<file path="src/rtl/mem_port_arbiter_pkg.sv">
// Shared types and helpers for the memory-port arbiter.
//   state_t / IDLE, ACCESS, RESP : FSM state encoding
//   owner_t / OWN_IF, OWN_D      : which requester owns the current transaction
//   SIZE_BYTE/HALF/WORD          : memory access-size encodings
//   req_misaligned()             : flags illegal-size or misaligned data requests
package mem_arb_pkg;

  typedef logic [1:0] state_t;
  localparam state_t IDLE   = 2'd0;
  localparam state_t ACCESS = 2'd1;
  localparam state_t RESP   = 2'd2;

  typedef enum logic {
    OWN_IF = 1'b0,
    OWN_D  = 1'b1
  } owner_t;

  localparam logic [1:0] SIZE_BYTE = 2'b00;
  localparam logic [1:0] SIZE_HALF = 2'b01;
  localparam logic [1:0] SIZE_WORD = 2'b10;

  // True when a data request must be answered with an error instead of a memory access.
  function automatic logic req_misaligned(input logic [1:0] size, input logic [1:0] addr_lo);
    logic err;
    case (size)
      SIZE_BYTE: err = 1'b0;
      SIZE_HALF: err = addr_lo[0];
      SIZE_WORD: err = (addr_lo != 2'b00);
      default:   err = 1'b1;
    endcase
    return err;
  endfunction

endpackage

</file>
<file path="src/rtl/mem_port_arbiter_if.sv">
// Bundle of the fetch, data and memory-side signals around the arbiter.
//   slave  : view of the arbiter itself
//   master : view of the environment (requesters plus memory model)
interface mem_port_arbiter_if;

  logic        if_req_valid;
  logic        if_req_ready;
  logic [31:0] if_addr;
  logic        if_rsp_valid;
  logic [31:0] if_rsp_data;

  logic        d_req_valid;
  logic        d_req_ready;
  logic [31:0] d_addr;
  logic [31:0] d_wdata;
  logic        d_we;
  logic [1:0]  d_size;
  logic        d_rsp_valid;
  logic [31:0] d_rsp_data;
  logic        d_rsp_err;

  logic [31:0] mem_address;
  logic [31:0] mem_data_in;
  logic        mem_read_write;
  logic [1:0]  mem_access_size;
  logic [31:0] mem_data_out;

  modport slave (
    input  if_req_valid, if_addr,
    input  d_req_valid, d_addr, d_wdata, d_we, d_size,
    input  mem_data_out,
    output if_req_ready, if_rsp_valid, if_rsp_data,
    output d_req_ready, d_rsp_valid, d_rsp_data, d_rsp_err,
    output mem_address, mem_data_in, mem_read_write, mem_access_size
  );

  modport master (
    output if_req_valid, if_addr,
    output d_req_valid, d_addr, d_wdata, d_we, d_size,
    output mem_data_out,
    input  if_req_ready, if_rsp_valid, if_rsp_data,
    input  d_req_ready, d_rsp_valid, d_rsp_data, d_rsp_err,
    input  mem_address, mem_data_in, mem_read_write, mem_access_size
  );

endinterface

</file>
<file path="src/rtl/mem_port_arbiter_prio.sv">
// Grant logic with a data-streak limiter.
//   clock, reset      : clock and async active-low reset
//   enable            : arbiter may accept a request this cycle
//   if_req_valid      : fetch request pending
//   d_req_valid       : data request pending
//   grant_if, grant_d : one-hot (or zero) grant for this cycle
module mem_arb_prio #(
  parameter int unsigned MAX_DATA_STREAK = 4
) (
  input  logic clock,
  input  logic reset,
  input  logic enable,
  input  logic if_req_valid,
  input  logic d_req_valid,
  output logic grant_if,
  output logic grant_d
);

  localparam int unsigned CntW = $clog2(MAX_DATA_STREAK + 1);

  logic [CntW-1:0] streak_q;
  logic            streak_max;

  assign streak_max = (streak_q == CntW'(MAX_DATA_STREAK));

  // Data wins unless it has already won MAX_DATA_STREAK times in a row over a waiting fetch.
  assign grant_if = enable & if_req_valid & (~d_req_valid | streak_max);
  assign grant_d  = enable & d_req_valid & ~grant_if;

  always_ff @(posedge clock or negedge reset) begin
    if (!reset) begin
      streak_q <= '0;
    end else if (!if_req_valid || grant_if) begin
      streak_q <= '0;
    end else if (grant_d && !streak_max) begin
      streak_q <= streak_q + 1'b1;
    end
  end

endmodule

</file>
<file path="src/rtl/mem_port_arbiter.sv">
// Shares one memory port between instruction fetch and load/store traffic.
//   clock, reset : clock and async active-low reset
//   bus          : fetch/data request-response handshakes and memory-side signals
// One transaction at a time: IDLE accepts, ACCESS holds mem_* for MEM_LATENCY cycles,
// RESP pulses the owner's response for one cycle.
module mem_port_arbiter #(
  parameter int unsigned MEM_LATENCY     = 1,
  parameter int unsigned MAX_DATA_STREAK = 4
) (
  input logic               clock,
  input logic               reset,
  mem_port_arbiter_if.slave bus
);

  import mem_arb_pkg::*;

  localparam int unsigned LatW = (MEM_LATENCY > 1) ? $clog2(MEM_LATENCY) : 1;

  state_t          state_q, state_d;
  owner_t          owner_q;
  logic [31:0]     addr_q, wdata_q, rdata_q;
  logic            we_q, err_q;
  logic [1:0]      size_q;
  logic [LatW-1:0] lat_q;

  logic grant_if, grant_d, req_err, lat_last, in_access, in_resp;

  assign req_err   = req_misaligned(bus.d_size, bus.d_addr[1:0]);
  assign lat_last  = (lat_q == LatW'(MEM_LATENCY - 1));
  assign in_access = (state_q == ACCESS);
  assign in_resp   = (state_q == RESP);

  // Gating with reset keeps ready low while reset is held.
  mem_arb_prio #(
    .MAX_DATA_STREAK(MAX_DATA_STREAK)
  ) u_prio (
    .clock       (clock),
    .reset       (reset),
    .enable      ((state_q == IDLE) && reset),
    .if_req_valid(bus.if_req_valid),
    .d_req_valid (bus.d_req_valid),
    .grant_if    (grant_if),
    .grant_d     (grant_d)
  );

  always_comb begin
    state_d = state_q;
    case (state_q)
      IDLE: begin
        if (grant_if) begin
          state_d = ACCESS;
        end else if (grant_d) begin
          // Errored requests never touch memory.
          state_d = req_err ? RESP : ACCESS;
        end
      end
      ACCESS:  if (lat_last) state_d = RESP;
      RESP:    state_d = IDLE;
      default: state_d = IDLE;
    endcase
  end

  always_ff @(posedge clock or negedge reset) begin
    if (!reset) begin
      state_q <= IDLE;
      owner_q <= OWN_IF;
      addr_q  <= '0;
      wdata_q <= '0;
      we_q    <= 1'b0;
      size_q  <= '0;
      err_q   <= 1'b0;
      lat_q   <= '0;
      rdata_q <= '0;
    end else begin
      state_q <= state_d;
      if (grant_if) begin
        owner_q <= OWN_IF;
        addr_q  <= bus.if_addr;
        wdata_q <= '0;
        we_q    <= 1'b0;
        size_q  <= SIZE_WORD;
        err_q   <= 1'b0;
        rdata_q <= '0;
      end else if (grant_d) begin
        owner_q <= OWN_D;
        addr_q  <= bus.d_addr;
        wdata_q <= bus.d_wdata;
        we_q    <= bus.d_we;
        size_q  <= bus.d_size;
        err_q   <= req_err;
        rdata_q <= '0;
      end
      if (in_access) begin
        lat_q <= lat_last ? '0 : lat_q + 1'b1;
        if (lat_last) rdata_q <= we_q ? 32'd0 : bus.mem_data_out;
      end else begin
        lat_q <= '0;
      end
    end
  end

  assign bus.if_req_ready    = grant_if;
  assign bus.d_req_ready     = grant_d;

  assign bus.mem_address     = in_access ? addr_q  : 32'd0;
  assign bus.mem_data_in     = in_access ? wdata_q : 32'd0;
  assign bus.mem_read_write  = in_access & we_q;
  assign bus.mem_access_size = in_access ? size_q  : 2'b00;

  assign bus.if_rsp_valid    = in_resp && (owner_q == OWN_IF);
  assign bus.if_rsp_data     = bus.if_rsp_valid ? rdata_q : 32'd0;
  assign bus.d_rsp_valid     = in_resp && (owner_q == OWN_D);
  assign bus.d_rsp_data      = bus.d_rsp_valid ? rdata_q : 32'd0;
  assign bus.d_rsp_err       = bus.d_rsp_valid & err_q;

endmodule
</file>
<file path="src/flat_wrapper.sv">
// flat-port wrapper written by rule: the top's interface ports become plain ports
module mem_port_arbiter_flat import mem_arb_pkg::*;
#(
  parameter int unsigned MEM_LATENCY     = 1,
  parameter int unsigned MAX_DATA_STREAK = 4
)
  (clock, reset, bus_if_req_valid, bus_if_addr, bus_d_req_valid, bus_d_addr, bus_d_wdata, bus_d_we, bus_d_size, bus_mem_data_out, bus_if_req_ready, bus_if_rsp_valid, bus_if_rsp_data, bus_d_req_ready, bus_d_rsp_valid, bus_d_rsp_data, bus_d_rsp_err, bus_mem_address, bus_mem_data_in, bus_mem_read_write, bus_mem_access_size);
  mem_port_arbiter_if bus_i ();
  input logic clock;
  input logic reset;
  input wire logic [$bits(bus_i.if_req_valid)-1:0] bus_if_req_valid;
  input wire logic [$bits(bus_i.if_addr)-1:0] bus_if_addr;
  input wire logic [$bits(bus_i.d_req_valid)-1:0] bus_d_req_valid;
  input wire logic [$bits(bus_i.d_addr)-1:0] bus_d_addr;
  input wire logic [$bits(bus_i.d_wdata)-1:0] bus_d_wdata;
  input wire logic [$bits(bus_i.d_we)-1:0] bus_d_we;
  input wire logic [$bits(bus_i.d_size)-1:0] bus_d_size;
  input wire logic [$bits(bus_i.mem_data_out)-1:0] bus_mem_data_out;
  output wire logic [$bits(bus_i.if_req_ready)-1:0] bus_if_req_ready;
  output wire logic [$bits(bus_i.if_rsp_valid)-1:0] bus_if_rsp_valid;
  output wire logic [$bits(bus_i.if_rsp_data)-1:0] bus_if_rsp_data;
  output wire logic [$bits(bus_i.d_req_ready)-1:0] bus_d_req_ready;
  output wire logic [$bits(bus_i.d_rsp_valid)-1:0] bus_d_rsp_valid;
  output wire logic [$bits(bus_i.d_rsp_data)-1:0] bus_d_rsp_data;
  output wire logic [$bits(bus_i.d_rsp_err)-1:0] bus_d_rsp_err;
  output wire logic [$bits(bus_i.mem_address)-1:0] bus_mem_address;
  output wire logic [$bits(bus_i.mem_data_in)-1:0] bus_mem_data_in;
  output wire logic [$bits(bus_i.mem_read_write)-1:0] bus_mem_read_write;
  output wire logic [$bits(bus_i.mem_access_size)-1:0] bus_mem_access_size;
  assign bus_i.if_req_valid = bus_if_req_valid;
  assign bus_i.if_addr = bus_if_addr;
  assign bus_i.d_req_valid = bus_d_req_valid;
  assign bus_i.d_addr = bus_d_addr;
  assign bus_i.d_wdata = bus_d_wdata;
  assign bus_i.d_we = bus_d_we;
  assign bus_i.d_size = bus_d_size;
  assign bus_i.mem_data_out = bus_mem_data_out;
  assign bus_if_req_ready = bus_i.if_req_ready;
  assign bus_if_rsp_valid = bus_i.if_rsp_valid;
  assign bus_if_rsp_data = bus_i.if_rsp_data;
  assign bus_d_req_ready = bus_i.d_req_ready;
  assign bus_d_rsp_valid = bus_i.d_rsp_valid;
  assign bus_d_rsp_data = bus_i.d_rsp_data;
  assign bus_d_rsp_err = bus_i.d_rsp_err;
  assign bus_mem_address = bus_i.mem_address;
  assign bus_mem_data_in = bus_i.mem_data_in;
  assign bus_mem_read_write = bus_i.mem_read_write;
  assign bus_mem_access_size = bus_i.mem_access_size;
  mem_port_arbiter #(.MEM_LATENCY(MEM_LATENCY), .MAX_DATA_STREAK(MAX_DATA_STREAK)) u_core (.clock(clock), .reset(reset), .bus(bus_i));
endmodule
</file>
<file path="config.mk">
export PLATFORM = sky130hd
export DESIGN_NAME = mem_port_arbiter_flat
export DESIGN_NICKNAME = d
export VERILOG_FILES = /design/src/rtl/mem_port_arbiter_pkg.sv /design/src/rtl/mem_port_arbiter_if.sv /design/src/rtl/mem_port_arbiter_prio.sv /design/src/rtl/mem_port_arbiter.sv /design/src/flat_wrapper.sv
export SDC_FILE = /design/constraint.sdc
export NUM_CORES = 1
export LEC_CHECK = 0
export ABC_AREA = 0
export CORE_UTILIZATION = 33
export CTS_CLUSTER_SIZE = 8
export DETAILED_ROUTE_END_ITERATION = 8
export PLACE_DENSITY = 0.77
export REMOVE_ABC_BUFFERS = 1
export SLEW_MARGIN = 20
export SYNTH_ARGS = -nofsm -noshare
export SYNTH_HDL_FRONTEND = slang
export SYNTH_SLANG_ARGS = --single-unit
export TNS_END_PERCENT = 30
</file>
<file path="constraint.sdc">
create_clock -name clock -period 4.8 [get_ports clock]
set_input_delay 0.72 -clock clock [delete_from_list [all_inputs] [get_ports clock]]
set_output_delay 0.72 -clock clock [all_outputs]
set_load 0.02 [all_outputs]
</file>
==> run summary <==
Sw power: 0.0007910 W
Worst Max-Slew Pin Slew: 0.9834 ns
Clock transition at path regs: 0.06 ns
Critical path's slowest cell: clkdlybuf4s50_1
Global route total overflow: 0
Final Core Density: 52.40%
Share of post-route cells with drive strength above 1: 8.486%
Largest net degree at the start of global routing: 70
Final Hold Violating Endpoints: 0
DR DRC count: 0
Setup violations, final: 0
Crit path max fanout: 37
Register area share after synthesis: 47.74%
Final #Nets: 899
Place WS: 1.025 ns
PwrDens: 305.1 nW/um^2
First-pass GRT wire length: 26500 um
Rel. slew slack: 34.44%
Cell count after synthesis: 521
Post-DP HPWL: 11320 um
Simple-gate share of the synthesized area: 19.30%
Ys async rst share: 100.0%
VDD IR max: 0.1814 mV
Register-to-Register Path Depth: 4
Via count: 4914
Total negative slack: 0 ns
Area Growth Syn to Fin: 55.82%
Synth Area in Compound Gates: 25.44%
CP dominant cell by count: clkdlybuf4s50_1
Internal reg-to-reg setup slack: 2.53 ns
Post-CTS Resized: 0
Sw Share: 29.94%
IO Port Bufs: 270
Final Critical Period: 3.767 ns
Number of vias per cell: 4.984
First-pass iteration count of the detailed router: 4
Initial antenna violation count: 0
Worst endpoint data arrival time: 3.05 ns
Predominant post-synthesis flop cell: dfrtp_1
Lkg Pwr: 3.649 nW
Critical Path, Cell by Cell: clkdlybuf4s50_1 -> nand4bb_1 -> buf_4 -> a21o_1 -> inv_4 -> clkdlybuf4s50_1
#FFs+latches synth: 106
WL/cell: 16.80 um
Maximum clock rate: 265.5 MHz
Post-synthesis xor/xnor area fraction: 0%
Largest family of logic cells by synthesized area: compound AO/OA/AOI/OAI gates
Post-CTS setup buffer count: 0
Worst setup EP type: primary output
Fin cells: 986
WP data required: 4.08 ns
Site Rows: 47
Yosys warning total: 0
Average cell area after synthesis: 10.67 sq um
GRT Overall Usage: 19.31%
Clock root buffer: clkbuf_16
RSZ-0062 raised after global routing: no
Worst hold stages: 1
CTS tree: built
Core region area: 16520 sq um
I/O pin count: 271
Commonest non-fill, non-tap cell in the layout: clkdlybuf4s50_1
Initial Utilization: 33.63%
Initial DRC count: 207
ANT cells: 0
Logic pwr share: 28.0%
DP Cell Count: 971
Sink Count: 106
Global placement routability congestion: 0.7788
Post-Synth Adder-Cell Area: 0.4503%
Die width: 131.8 um
Synthesized area: 5557 sq um
# fillers: 1496
Max clock buf depth: 2
Flop pwr share: 43.5%
Full die area: 17360 sq um
Post-synthesis mux area share: 0%
EDFF count, synth: 0
Die height: 131.8 um
Fin. max-slew vios: 0
Crit Path Class: in -> out
CTS Buf Count: 9
Cts hold-fix bufs: 0
Pint: 0.001850 W
Status: completed
Routed Antenna Nets: 0
WL final: 16570 um
Most frequent cells in the layout: 269 x clkdlybuf4s50_1, 132 x and2_1, 106 x dfrtp_1, 67 x a22o_1, 34 x inv_1
CP Launch Type: input pin
Clock power share: 28.5%
Final Worst Setup Slack: 1.033 ns
Yosys cell types: 38
Slowest cell delay on critical path: 0.68 ns
Skew final: 0.01022 ns
Clock latency on the worst-skew pair: 0.35 ns
Max_cap viols: 0
HP Class: reg -> reg
Fin crit share: 78.47%
H-tree depth: 3
Vias in the first global route: 4822
area by class of cell:
type	count	area, sq um	area share, %
repair buffers	280	2775	32.05
flip-flops and latches	106	2653	30.64
multi-input cells	330	2531	29.23
well taps	220	275.3	3.179
clock buffers	9	225.2	2.601
inverters	35	133.9	1.546
clock inverters	6	65.06	0.7514
path summary, 6_finish.rpt:
path                                                 from                                    end
setup / recovery                          bus_d_req_valid                        bus_d_req_ready
hold / removal             u_core.wdata_q[14]$_DFFE_PN0P_         u_core.wdata_q[14]$_DFFE_PN0P_
setup reg to reg            u_core.state_q[1]$_DFFE_PN0P_         u_core.rdata_q[15]$_DFFE_PN0P_
hold reg to reg            u_core.wdata_q[14]$_DFFE_PN0P_         u_core.wdata_q[14]$_DFFE_PN0P_
max in group asynchronous                           reset          u_core.rdata_q[2]$_DFFE_PN0P_
min in group asynchronous                           reset  u_core.u_prio.streak_q[1]$_DFFE_PN0P_
kinds of logic (layout without fill, tap and decap cells):
kind of cell    count (synthesis)  after routing
fa+ha+maj                       2              2
simple gates                  181            181
compound gates                147            147
flops                         106            106
buf+inv                        85            330
power by group through the flow:
stage          clock network, W  logic, W  registers (W)
3_3_place_gp                  0  0.000735        0.00116
4_1_cts                0.000777  0.000750        0.00115
3_5_place_dp                  0  0.000746        0.00116
2_1_floorplan                 0  0.000415        0.00113
5_1_grt                0.000807  0.000801        0.00117
6_report               0.000753  0.000740        0.00115
synthesized netlist by cell type, drive strengths merged (3+ instances only):
cell,count,area [sq um]
a211oi,31,232.7
a221oi,30,444.2
a22o,67,586.8
and2,133,834.6
buf,20,146.4
clkbuf,30,112.6
dfrtp,106,2653
inv,35,133.9
nand2,4,15.01
nor2,33,123.9
nor3b,3,33.78
layer usage:
layer	global-route usage, %	wire length (um)	up-vias
met1	24.25	7046	2376
li1	-	-	2319
met3	3.998	918	37
met5	0	0	-
met4	9.755	554	0
met2	31.54	8049	182
critical path: cells and delay by family:
kind | cells | cell delay [ns]
AO/OA/AOI/OAI | 1 | 0.26
buffers and inverters | 4 | 1.89
AND/OR/NAND/NOR | 1 | 0.14
state kept, by name, indices dropped and copies added (netlist names):
register / count
u_core.addr_q: 32
u_core.err_q: 1
u_core.owner_q: 1
u_core.rdata_q: 32
u_core.size_q: 2
u_core.state_q: 2
u_core.u_prio.streak_q: 3
u_core.wdata_q: 32
u_core.we_q: 1
through the flow:
step / hold WS, ns / instance area (sq um) / power, W
after detailed placement: 0.4759 / 8368 / 0.001911
after global routing: 0.5048 / 8658 / 0.002779
after global placement: 0.4689 / 8368 / 0.001894
after CTS: 0.4949 / 8658 / 0.002675
after floorplan: 0.4244 / 5298 / 0.001549
final: 0.4923 / 8658 / 0.002641
No activity file was read; power rests on OpenSTA's default activity.
